==> src/rtl/stackcalc_cmd_feeder.sv <==
// stackcalc_cmd_feeder: buffers host commands and replays them onto the stackcalc pins with a stretched slow clock
module stackcalc_cmd_feeder #(
  parameter int DEPTH     = 4,
  parameter int SETUP_CYC = 2,
  parameter int HIGH_CYC  = 2,
  parameter int HOLD_CYC  = 2
) (
  input  logic                     clk,
  input  logic                     rst,
  input  logic                     cmd_valid,
  output logic                     cmd_ready,
  input  logic [2:0]               cmd_mode,
  input  logic [3:0]               cmd_data,
  output logic [7:0]               pin_out,
  input  logic [7:0]               pin_in,
  output logic                     rsp_valid,
  output logic [7:0]               rsp_data,
  output logic                     busy,
  output logic [$clog2(DEPTH):0]   fifo_count
);
  localparam int AW = $clog2(DEPTH);
  localparam int MC = (SETUP_CYC > HIGH_CYC) ? ((SETUP_CYC > HOLD_CYC) ? SETUP_CYC : HOLD_CYC)
                                             : ((HIGH_CYC > HOLD_CYC) ? HIGH_CYC : HOLD_CYC);
  localparam int CW = $clog2(MC + 1);
  typedef enum logic [1:0] {IDLE, SETUP, HIGH, HOLD} state_t;
  state_t          state;
  logic [6:0]      mem [DEPTH];
  logic [AW-1:0]   wp, rp;
  logic [CW-1:0]   cnt;
  logic [6:0]      head;
  logic            push, pop;
  assign cmd_ready = fifo_count != (AW+1)'(DEPTH);
  assign push      = cmd_valid & cmd_ready;
  assign pop       = (state == IDLE) && (fifo_count != '0);
  assign busy      = (state != IDLE) || (fifo_count != '0);
  assign head      = mem[rp];
  // FIFO storage; entries are {mode, data}
  always_ff @(posedge clk) begin
    if (push) mem[wp] <= {cmd_mode, cmd_data};
  end
  // FIFO bookkeeping plus the pin sequencer; only pin_out[0] moves inside a command
  always_ff @(posedge clk) begin
    if (rst) begin
      state      <= IDLE;
      wp         <= '0;
      rp         <= '0;
      fifo_count <= '0;
      cnt        <= '0;
      pin_out    <= '0;
      rsp_valid  <= 1'b0;
      rsp_data   <= '0;
    end else begin
      rsp_valid  <= 1'b0;
      if (push) wp <= wp + 1'b1;
      if (pop) rp <= rp + 1'b1;
      fifo_count <= fifo_count + (AW+1)'(push) - (AW+1)'(pop);
      case (state)
        IDLE: if (pop) begin
          state   <= SETUP;
          cnt     <= CW'(SETUP_CYC - 1);
          pin_out <= {head[5:4], head[3:0], head[6], 1'b0};
        end
        SETUP: if (cnt == '0) begin
          state      <= HIGH;
          cnt        <= CW'(HIGH_CYC - 1);
          pin_out[0] <= 1'b1;
        end else cnt <= cnt - 1'b1;
        HIGH: if (cnt == '0) begin
          state      <= HOLD;
          cnt        <= CW'(HOLD_CYC - 1);
          pin_out[0] <= 1'b0;
        end else cnt <= cnt - 1'b1;
        HOLD: if (cnt == '0) begin
          state     <= IDLE;
          rsp_data  <= pin_in;
          rsp_valid <= 1'b1;
        end else cnt <= cnt - 1'b1;
        default: state <= IDLE;
      endcase
    end
  end
endmodule

==> config.mk <==
export PLATFORM = sky130hd
export DESIGN_NAME = stackcalc_cmd_feeder
export DESIGN_NICKNAME = d
export VERILOG_FILES = /design/src/rtl/stackcalc_cmd_feeder.sv
export SDC_FILE = /design/constraint.sdc
export NUM_CORES = 1
export LEC_CHECK = 0
export CORE_ASPECT_RATIO = 0.8
export CORE_MARGIN = 1
export CORE_UTILIZATION = 52
export DETAILED_ROUTE_END_ITERATION = 7
export PLACE_DENSITY = 0.79
export SYNTH_ARGS = -nofsm -noshare
export SYNTH_HDL_FRONTEND = slang
export SYNTH_SLANG_ARGS = --single-unit
==> constraint.sdc <==
create_clock -name clk -period 2.6 [get_ports clk]
set_input_delay 0.39 -clock clk [delete_from_list [all_inputs] [get_ports clk]]
set_output_delay 0.39 -clock clk [all_outputs]
set_load 0.02 [all_outputs]
==> metrics, run 1 <==
run status finished, final reports clean; cell area after synthesis about 0.0023 mm²; H-tree Lvls 2; cts hold-fix bufs 0; register area share after synthesis around three fifths; most frequent cells in the layout 39 x clkdlybuf4s50_1, 33 x nand2_1, 28 x dfxtp_1, 28 x edfxtp_1, 21 x a21oi_1; Peak VDD IR 0.507 mV; vias between 1000 and 1500; area of the multi-input gates roughly 830 µm²; Routed Antenna Nets 0; Avg Cell Area, Syn between 10 and 15 µm²; Reg area about 0.0014 mm²; critical path type flip-flop to output port; Pwr Density 983 mW/mm²; DR iter-0 viols 50; Starting Density 54.9%; post-synth cell types 35; Worst Setup Start Kind flip-flop; vias in the first global route between 1000 and 1500; # nets final 263; Slew @ Worst Pin approximately 0.55 ns; drc violations 0; Hold Crit Class flip-flop to flip-flop; Ys Warns 0; Avg WL per Cell around 14 µm; area delta synth->final 23.4%; worst skew pair latency 0.31 ns; Final Max Tran Viols 0; clk slew on worst S/H paths roughly 0.1 ns; syn_nets roughly 220; most common cell after layout, fill and taps aside clkdlybuf4s50_1; fmax 427 MHz; Vias/cell 5.16; Sinks on Clock Net 56; Leak between 1 and 1.5 nW; Crit Path Max Fanout 5; Layout fillers between 300 and 400; ANT cells 0; worst relative slew slack between 60% and 70%; CTS resizes 0; worst path arrival time 1.95 ns; die span in y just over 60 µm; final setup violation count 0; register bit count reported by yosys between 50 and 60; clk_skew roughly 0.0039 ns; post-CTS setup buffer count 0; IO Pins 40; largest net degree at the start of global routing 21; die area 0.00474 mm²; CTS Buf Count 5; post-DP HPWL 2930 µm; # rows 21; Placer Congestion 0.705; CTS tree built; first drt pass iteration count 4; share of layout cells above drive strength 1 9.44%; Req. time, crit path 2.21 ns; final hold vios 0; RSZ-0062 raised after global routing false; Congestion Overflow GR 0; Synth Instances about 190; final standard cell utilization of the core between 60 and 70%; initial antenna violation count 0; CP endpoint kind output port; maximum buffer depth of the clock tree 2; first-pass GRT wire length ~6700 µm; GR Util All Layers 19.4%; CTS root buf clkbuf_8; Core Region ~0.0042 mm²; maxcap violations 0; Final Cycle Share 90.1%; Setup TNS 0 ns; final wirelength 4050 µm; Final min period approximately 2.3 ns; Port Buffers 39; Die W ~77 µm
cell usage after synthesis:
| cell | instances | area share, % |
|---|---|---|
| a211o_1 | 1 | 0.38 |
| a21o_1 | 2 | 0.65 |
| a21oi_1 | 21 | 4.5 |
| a31oi_1 | 1 | 0.27 |
| and2_1 | 1 | 0.27 |
| and3_1 | 4 | 1.1 |
| buf_1 | 3 | 0.49 |
| buf_2 | 3 | 0.65 |
| clkbuf_1 | 3 | 0.49 |
| dfxtp_1 | 28 | 24 |
| edfxtp_1 | 28 | 36 |
| fa_1 | 1 | 0.86 |
| ha_1 | 12 | 6.5 |
| inv_1 | 12 | 1.9 |
| inv_2 | 1 | 0.16 |
| mux2i_1 | 1 | 0.43 |
| mux4_2 | 7 | 6.8 |
| nand2_1 | 33 | 5.3 |
| nand2b_1 | 3 | 0.81 |
| nand3_1 | 2 | 0.43 |
| nor2_1 | 4 | 0.65 |
| nor2b_1 | 3 | 0.81 |
| nor3_1 | 1 | 0.22 |
| nor3b_1 | 1 | 0.32 |
| nor4_1 | 1 | 0.27 |
| nor4b_2 | 1 | 0.65 |
| o211ai_1 | 1 | 0.32 |
| o21a_1 | 2 | 0.65 |
| o21ai_0 | 3 | 0.65 |
| o21ba_2 | 1 | 0.43 |
| o21bai_1 | 1 | 0.32 |
| o31ai_2 | 1 | 0.54 |
| or3_1 | 1 | 0.27 |
| or3b_1 | 1 | 0.38 |
| xnor2_1 | 3 | 1.1 |
metrics by stage:
stage	worst slack (ns)	std cells	hold slack [ns]	area [µm²]	power [mW]
floorplan	0.310	192	0.470	2320	1.94
global placement	0.334	282	0.442	2770	2.31
detailed placement	0.253	282	0.448	2770	2.35
CTS	0.249	290	0.463	2860	2.84
global route	0.114	290	0.491	2860	3.03
finish	0.257	290	0.462	2860	2.82
logic make-up after synthesis:
group / count (synthesis) / synth area share, %
buffers and inverters: 22 / 3.72
multiplexers: 8 / 7.22
AO/OA/AOI/OAI: 34 / 8.73
flip-flops: 56 / 60.4
adder cells (fa/ha/maj): 13 / 7.33
XOR/XNOR: 3 / 1.13
AND/OR/NAND/NOR: 56 / 11.5
metal layers:
layer  track usage, %  routed length (µm)
met5                0                   0
met4             10.2                  48
met3             4.82                 200
met2             35.8                2000
met1             21.8                1800
where the power goes:
part,switching [mW],leakage [nW],internal [mW]
clock,0.294,0.0463,0.198
sequential,0.125,0.485,1.08
combinational,0.568,0.488,0.549
path summary, 6_finish.rpt:
| check | start | end | slack [ns] | cells after the start |
|---|---|---|---|---|
| max | state[0] | busy | 0.26 | 5 |
| min | rsp_data[0] | rsp_data[0] | 0.46 | 2 |
| min reg2reg | rsp_data[0] | rsp_data[0] | 0.46 | 2 |
| max reg2reg | state[0] | fifo_count[2] | 0.37 | 10 |
critical path, cell delays in order, from the launching register on:
cell	delay, ns
dfxtp_1	0.40
inv_1	0.08
ha_1	0.26
nor4b_2	0.19
inv_1	0.11
clkdlybuf4s50_1	0.61
layout make-up:
type	count	share of cell area, %
flip-flops and latches	56	48.9
multi-input cells	114	29.1
repair buffers	42	14.4
well taps	57	2.49
clock buffers	5	2.40
inverters	13	1.70
clock inverters	3	0.961
registers in the layout, summed over array words and instances, names as in the netlist:
signal	cells
cnt	2
fifo_count	3
mem	28
pin_out	8
rp	2
rsp_data	8
rsp_valid	1
state	2
wp	2
Note: power is estimated with default switching activity, not from simulation.
==> run 2, diff against run 1 <==
==> constraint.sdc (replaced) <==
create_clock -name clk -period 2.6 [get_ports clk]
set_input_delay 0.39 -clock clk [delete_from_list [all_inputs] [get_ports clk]]
set_output_delay 0.39 -clock clk [all_outputs]
set_load 0.01 [all_outputs]
==> metrics, run 2 (synthesis results as in run 1) <==
Crit Path Max Fanout 5 (unchanged); Routed Antenna Nets 0 (unchanged); die area 0.00474 mm² (unchanged); clk slew on worst S/H paths 0.10 ns (about the same); Tot Pwr 2.73 mW (-3.2%); Starting Density 54.9% (unchanged); area of the multi-input gates 833 µm² (unchanged); worst path arrival time 1.89 ns (-0.06 ns); largest registers mem x28, pin_out x8, rsp_data x8; fmax 438 MHz (+2.7%); Inst Count DP 282 (unchanged); Pwr Density 953 mW/mm² (-3.1%); # rows 21 (unchanged); max FFs per register 28 (unchanged); most frequent cells in the layout 39 x clkdlybuf4s50_1, 33 x nand2_1, 28 x dfxtp_1, 28 x edfxtp_1, 21 x a21oi_1; maximum buffer depth of the clock tree 2 (unchanged); # nets final 263 (unchanged); clk_skew 0.00822 ns (+0.00428 ns); final wirelength 3820 µm (-5.6%); Req. time, crit path 2.21 ns (about the same); Core Region 0.00423 mm² (unchanged); CTS resizes 0 (unchanged); Congestion Overflow GR 0 (unchanged); Vias/cell 5.16 (+0.13%); worst relative slew slack 64.6% (+1.4 points); ANT cells 0 (unchanged); first drt pass iteration count 3 (-1); Port Buffers 39 (unchanged); Die W 76.7 µm (unchanged); RSZ-0062 raised after global routing false; GR Util All Layers 18.1% (-1.4 points); Leak 1.02 nW (-0.11%); critical path type flip-flop to output port; Non-Filler Instances 290 (unchanged); Final Cycle Share 87.7% (-2.4 points); H-tree Lvls 2 (unchanged); Sinks on Clock Net 56 (unchanged); DR iter-0 viols 48 (-4.0%); Reg area 0.00140 mm² (unchanged); worst skew pair latency 0.31 ns (about the same); first-pass GRT wire length 6240 µm (-7.6%); post-DP HPWL 2740 µm (-6.6%); most common cell after layout, fill and taps aside clkdlybuf4s50_1; Avg WL per Cell 13.2 µm (-5.6%); share of layout cells above drive strength 1 9.44% (unchanged); drc violations 0 (unchanged); post-CTS setup buffer count 0 (unchanged); IO Pins 40 (unchanged); final setup violation count 0 (unchanged); Layout fillers 327 (+4.8%); Setup TNS 0 ns (unchanged); Worst Setup Start Kind flip-flop; register bank with the most flops mem; run status finished, final reports clean; vias 1497 (+0.13%); largest net degree at the start of global routing 20 (-4.8%); Slew @ Worst Pin 0.530 ns (-0.0209 ns); Placer Congestion 0.707 (+0.21%); cts hold-fix bufs 0 (unchanged); Final min period 2.28 ns (-0.0622 ns); CTS tree built; Final Max Tran Viols 0 (unchanged); vias in the first global route 1360 (-7.5%); area delta synth->final 23.3% (about the same); Peak VDD IR 0.577 mV (+14%); final hold vios 0 (unchanged); maxcap violations 0 (unchanged); CP endpoint kind output port; Hold Crit Class flip-flop to flip-flop; CTS root buf clkbuf_8; die span in y 61.8 µm (unchanged); initial antenna violation count 0 (unchanged); CTS Buf Count 5 (unchanged)
==> run 2: per-layer routing <==
metal  part of all wire, %  GRT usage [%]  vias up
met4                   1.8           10.7        0
met2                    46           31.0       33
met1                    48           21.1      708
met5                     0              0        -
met3                   4.4           5.11        8
li1                      -              -      748
==> run 2: report_power, final <==
part	switching [mW]	internal, mW	leakage [nW]
logic	0.487	0.546	0.488
registers	0.122	1.08	0.485
clock network	0.294	0.197	0.0452
total	0.902	1.82	1.02
==> run 2: per-stage QoR <==
stage / hold slack, ns / cell area (µm²) / setup WS (ns) / util [%]
6_report: 0.458 / 2860 / 0.319 / 67.6
5_1_grt: 0.495 / 2860 / 0.168 / 67.6
4_1_cts: 0.462 / 2860 / 0.298 / 67.6
3_5_place_dp: 0.447 / 2770 / 0.283 / 65.4
3_3_place_gp: 0.441 / 2770 / 0.339 / 65.4
2_1_floorplan: 0.470 / 2320 / 0.359 / -
==> run 2: critical path: stages, from the launching register on <==
cell and delay, ns:
dfxtp_1 0.35, inv_1 0.09, ha_1 0.25, nor4b_2 0.27
inv_1 0.13, clkdlybuf4s50_1 0.49
==> run 2: layout make-up <==
type,count,share of cell area [%]
clock buffer,5,2.40
inverter,13,1.71
multi-input combinational,114,29.1
sequential,56,49.0
clock inverter,3,0.875
tap,57,2.49
timing repair buffer,42,14.4
==> run 2: worst paths after layout <==
| path | slack (ns) | startpoint | end | depth (start not counted) |
|---|---|---|---|---|
| hold reg to reg | 0.46 | rsp_data[0] | rsp_data[0] | 2 |
| hold / removal | 0.46 | rsp_data[0] | rsp_data[0] | 2 |
| setup / recovery | 0.32 | state[1] | busy | 5 |
| setup reg to reg | 0.40 | state[0] | fifo_count[2] | 10 |
==> run 3, diff against run 2 <==
--- a/config.mk
+++ b/config.mk
@@ -7,9 +7,9 @@
 export LEC_CHECK = 0
 export CORE_ASPECT_RATIO = 0.8
 export CORE_MARGIN = 1
-export CORE_UTILIZATION = 52
+export CORE_UTILIZATION = 56
 export DETAILED_ROUTE_END_ITERATION = 7
-export PLACE_DENSITY = 0.79
+export PLACE_DENSITY = 0.84
 export SYNTH_ARGS = -nofsm -noshare
 export SYNTH_HDL_FRONTEND = slang
 export SYNTH_SLANG_ARGS = --single-unit
==> constraint.sdc (replaced) <==
create_clock -name clk -period 2.65 [get_ports clk]
set_input_delay 0.3975 -clock clk [delete_from_list [all_inputs] [get_ports clk]]
set_output_delay 0.3975 -clock clk [all_outputs]
set_load 0.01 [all_outputs]
==> metrics, run 3 (synthesis results as in run 1) <==
Core Region 0.00388 mm² (-8.3%); CTS tree built; final hold vios 0 (unchanged); Starting Density 59.8% (+5.0 points); run status finished, final reports clean; Inst Count DP 280 (-0.71%); die span in y 59.6 µm (-3.5%); first drt pass iteration count 4 (+1); Slew @ Worst Pin 0.533 ns (+0.00364 ns); Routed Antenna Nets 0 (unchanged); Worst Setup Start Kind flip-flop; Vias/cell 5.08 (-1.5%); register bank with the most flops mem; Peak VDD IR 0.440 mV (-24%); Final Cycle Share approximately 93%; clk slew on worst S/H paths 0.09 ns (about the same); CP endpoint kind output port; Congestion Overflow GR 0 (unchanged); post-CTS setup buffer count 0 (unchanged); Non-Filler Instances 288 (-0.69%); die area 0.00441 mm² (-6.9%); maximum buffer depth of the clock tree 2 (unchanged); worst path arrival time 2.06 ns (+0.17 ns); fmax a little over 400 MHz; max FFs per register 28 (unchanged); maxcap violations 0 (unchanged); vias 1464 (-2.2%); first-pass GRT wire length 6260 µm (+0.34%); GR Util All Layers 20.0% (+2.0 points); Port Buffers 39 (unchanged); H-tree Lvls 2 (unchanged); initial antenna violation count 0 (unchanged); CTS resizes 0 (unchanged); Crit Path Max Fanout 5 (unchanged); Final Max Tran Viols 0 (unchanged); clk_skew 0.00596 ns (-0.00226 ns); Die W 74.0 µm (-3.5%); most common cell after layout, fill and taps aside clkdlybuf4s50_1; # nets final 263 (unchanged); share of layout cells above drive strength 1 9.01% (-0.43 points); cts hold-fix bufs 0 (unchanged); CTS Buf Count 5 (unchanged); most frequent cells in the layout 39 x clkdlybuf4s50_1, 33 x nand2_1, 28 x dfxtp_1, 28 x edfxtp_1, 21 x a21oi_1; largest net degree at the start of global routing 18 (-10%); worst skew pair latency 0.31 ns (about the same); CTS root buf clkbuf_8; Placer Congestion 0.726 (+2.7%); Setup TNS 0 ns (unchanged); final wirelength 3940 µm (+3.0%); Leak 1.03 nW (+1.0%); Hold Crit Class flip-flop to flip-flop; worst relative slew slack 64.4% (-0.24 points); # rows 20 (-4.8%); RSZ-0062 raised after global routing false; vias in the first global route 1384 (+1.8%); post-DP HPWL 2770 µm (+1.2%); critical path type flip-flop to output port; final standard cell utilization of the core 74.2% (+6.5 points); IO Pins 40 (unchanged); largest registers mem x28, pin_out x8, rsp_data x8; Final min period between 2 and 2.5 ns; area delta synth->final 23.9%; drc violations 0 (unchanged); Pwr Density 959 mW/mm² (+0.62%); final setup violation count 0 (unchanged); DR iter-0 viols 52 (+8.3%); Req. time, crit path 2.25 ns (+0.04 ns); Sinks on Clock Net 56 (unchanged); Avg WL per Cell 13.7 µm (+3.7%); ANT cells 0 (unchanged)
==> run 3: cell count changes in the layout (fill, tap and decap cells not counted) <==
cell,previous run,this run
inv_6,2,1
clkbuf_1,0,1
clkinvlp_4,1,0
bufinv_16,0,1
==> run 3: critical path, stage by stage, from the launching register on <==
cell and delay [ns]:
dfxtp_1 0.41, inv_1 0.09, ha_1 0.28, nor4b_2 0.18, buf_4 0.16, inv_1 0.09
clkdlybuf4s50_1 0.55
==> run 3: per-stage QoR <==
stage	area, µm²	hold slack (ns)	setup WS (ns)	power (mW)
2_1_floorplan	2320	0.470	0.409	1.84
3_3_place_gp	2770	0.441	0.386	2.20
3_5_place_dp	2770	0.446	0.332	2.23
4_1_cts	2880	0.459	0.187	2.78
5_1_grt	2880	0.479	0.0719	2.93
6_report	2880	0.456	0.189	2.76
==> run 3: worst paths after layout <==
path,end,slack (ns),cells past startpoint,start
worst min register to register,rsp_data[3],0.46,2,rsp_data[3]
worst min-delay path,rsp_data[3],0.46,2,rsp_data[3]
worst max register to register,fifo_count[2],0.37,10,state[0]
worst max-delay path,busy,0.19,6,state[0]
==> run 3: cell type report <==
class                      count  area (µm²)
sequential                    56        1400
fill                         264        1000
multi-input combinational    114         833
timing repair buffer          42         413
clock buffer                   6        72.6
tap                           55        68.8
inverter                      13        48.8
clock inverter                 2        38.8
==> run 3: power breakdown <==
group	total (mW)	switching, mW	internal, mW	leakage (nW)
Clock	0.550	0.265	0.286	0.0558
Sequential	1.19	0.125	1.06	0.485
Combinational	1.02	0.486	0.535	0.488
Total	2.76	0.876	1.88	1.03
==> run 3: metal layers <==
metal	share of wire, %	up-vias	GRT usage (%)	wire [µm]
li1	-	748	-	-
met1	46	670	24.5	1820
met2	47	42	34.0	1860
met3	5.3	4	5.78	210
met4	1.2	0	7.14	46
met5	0	-	0	0
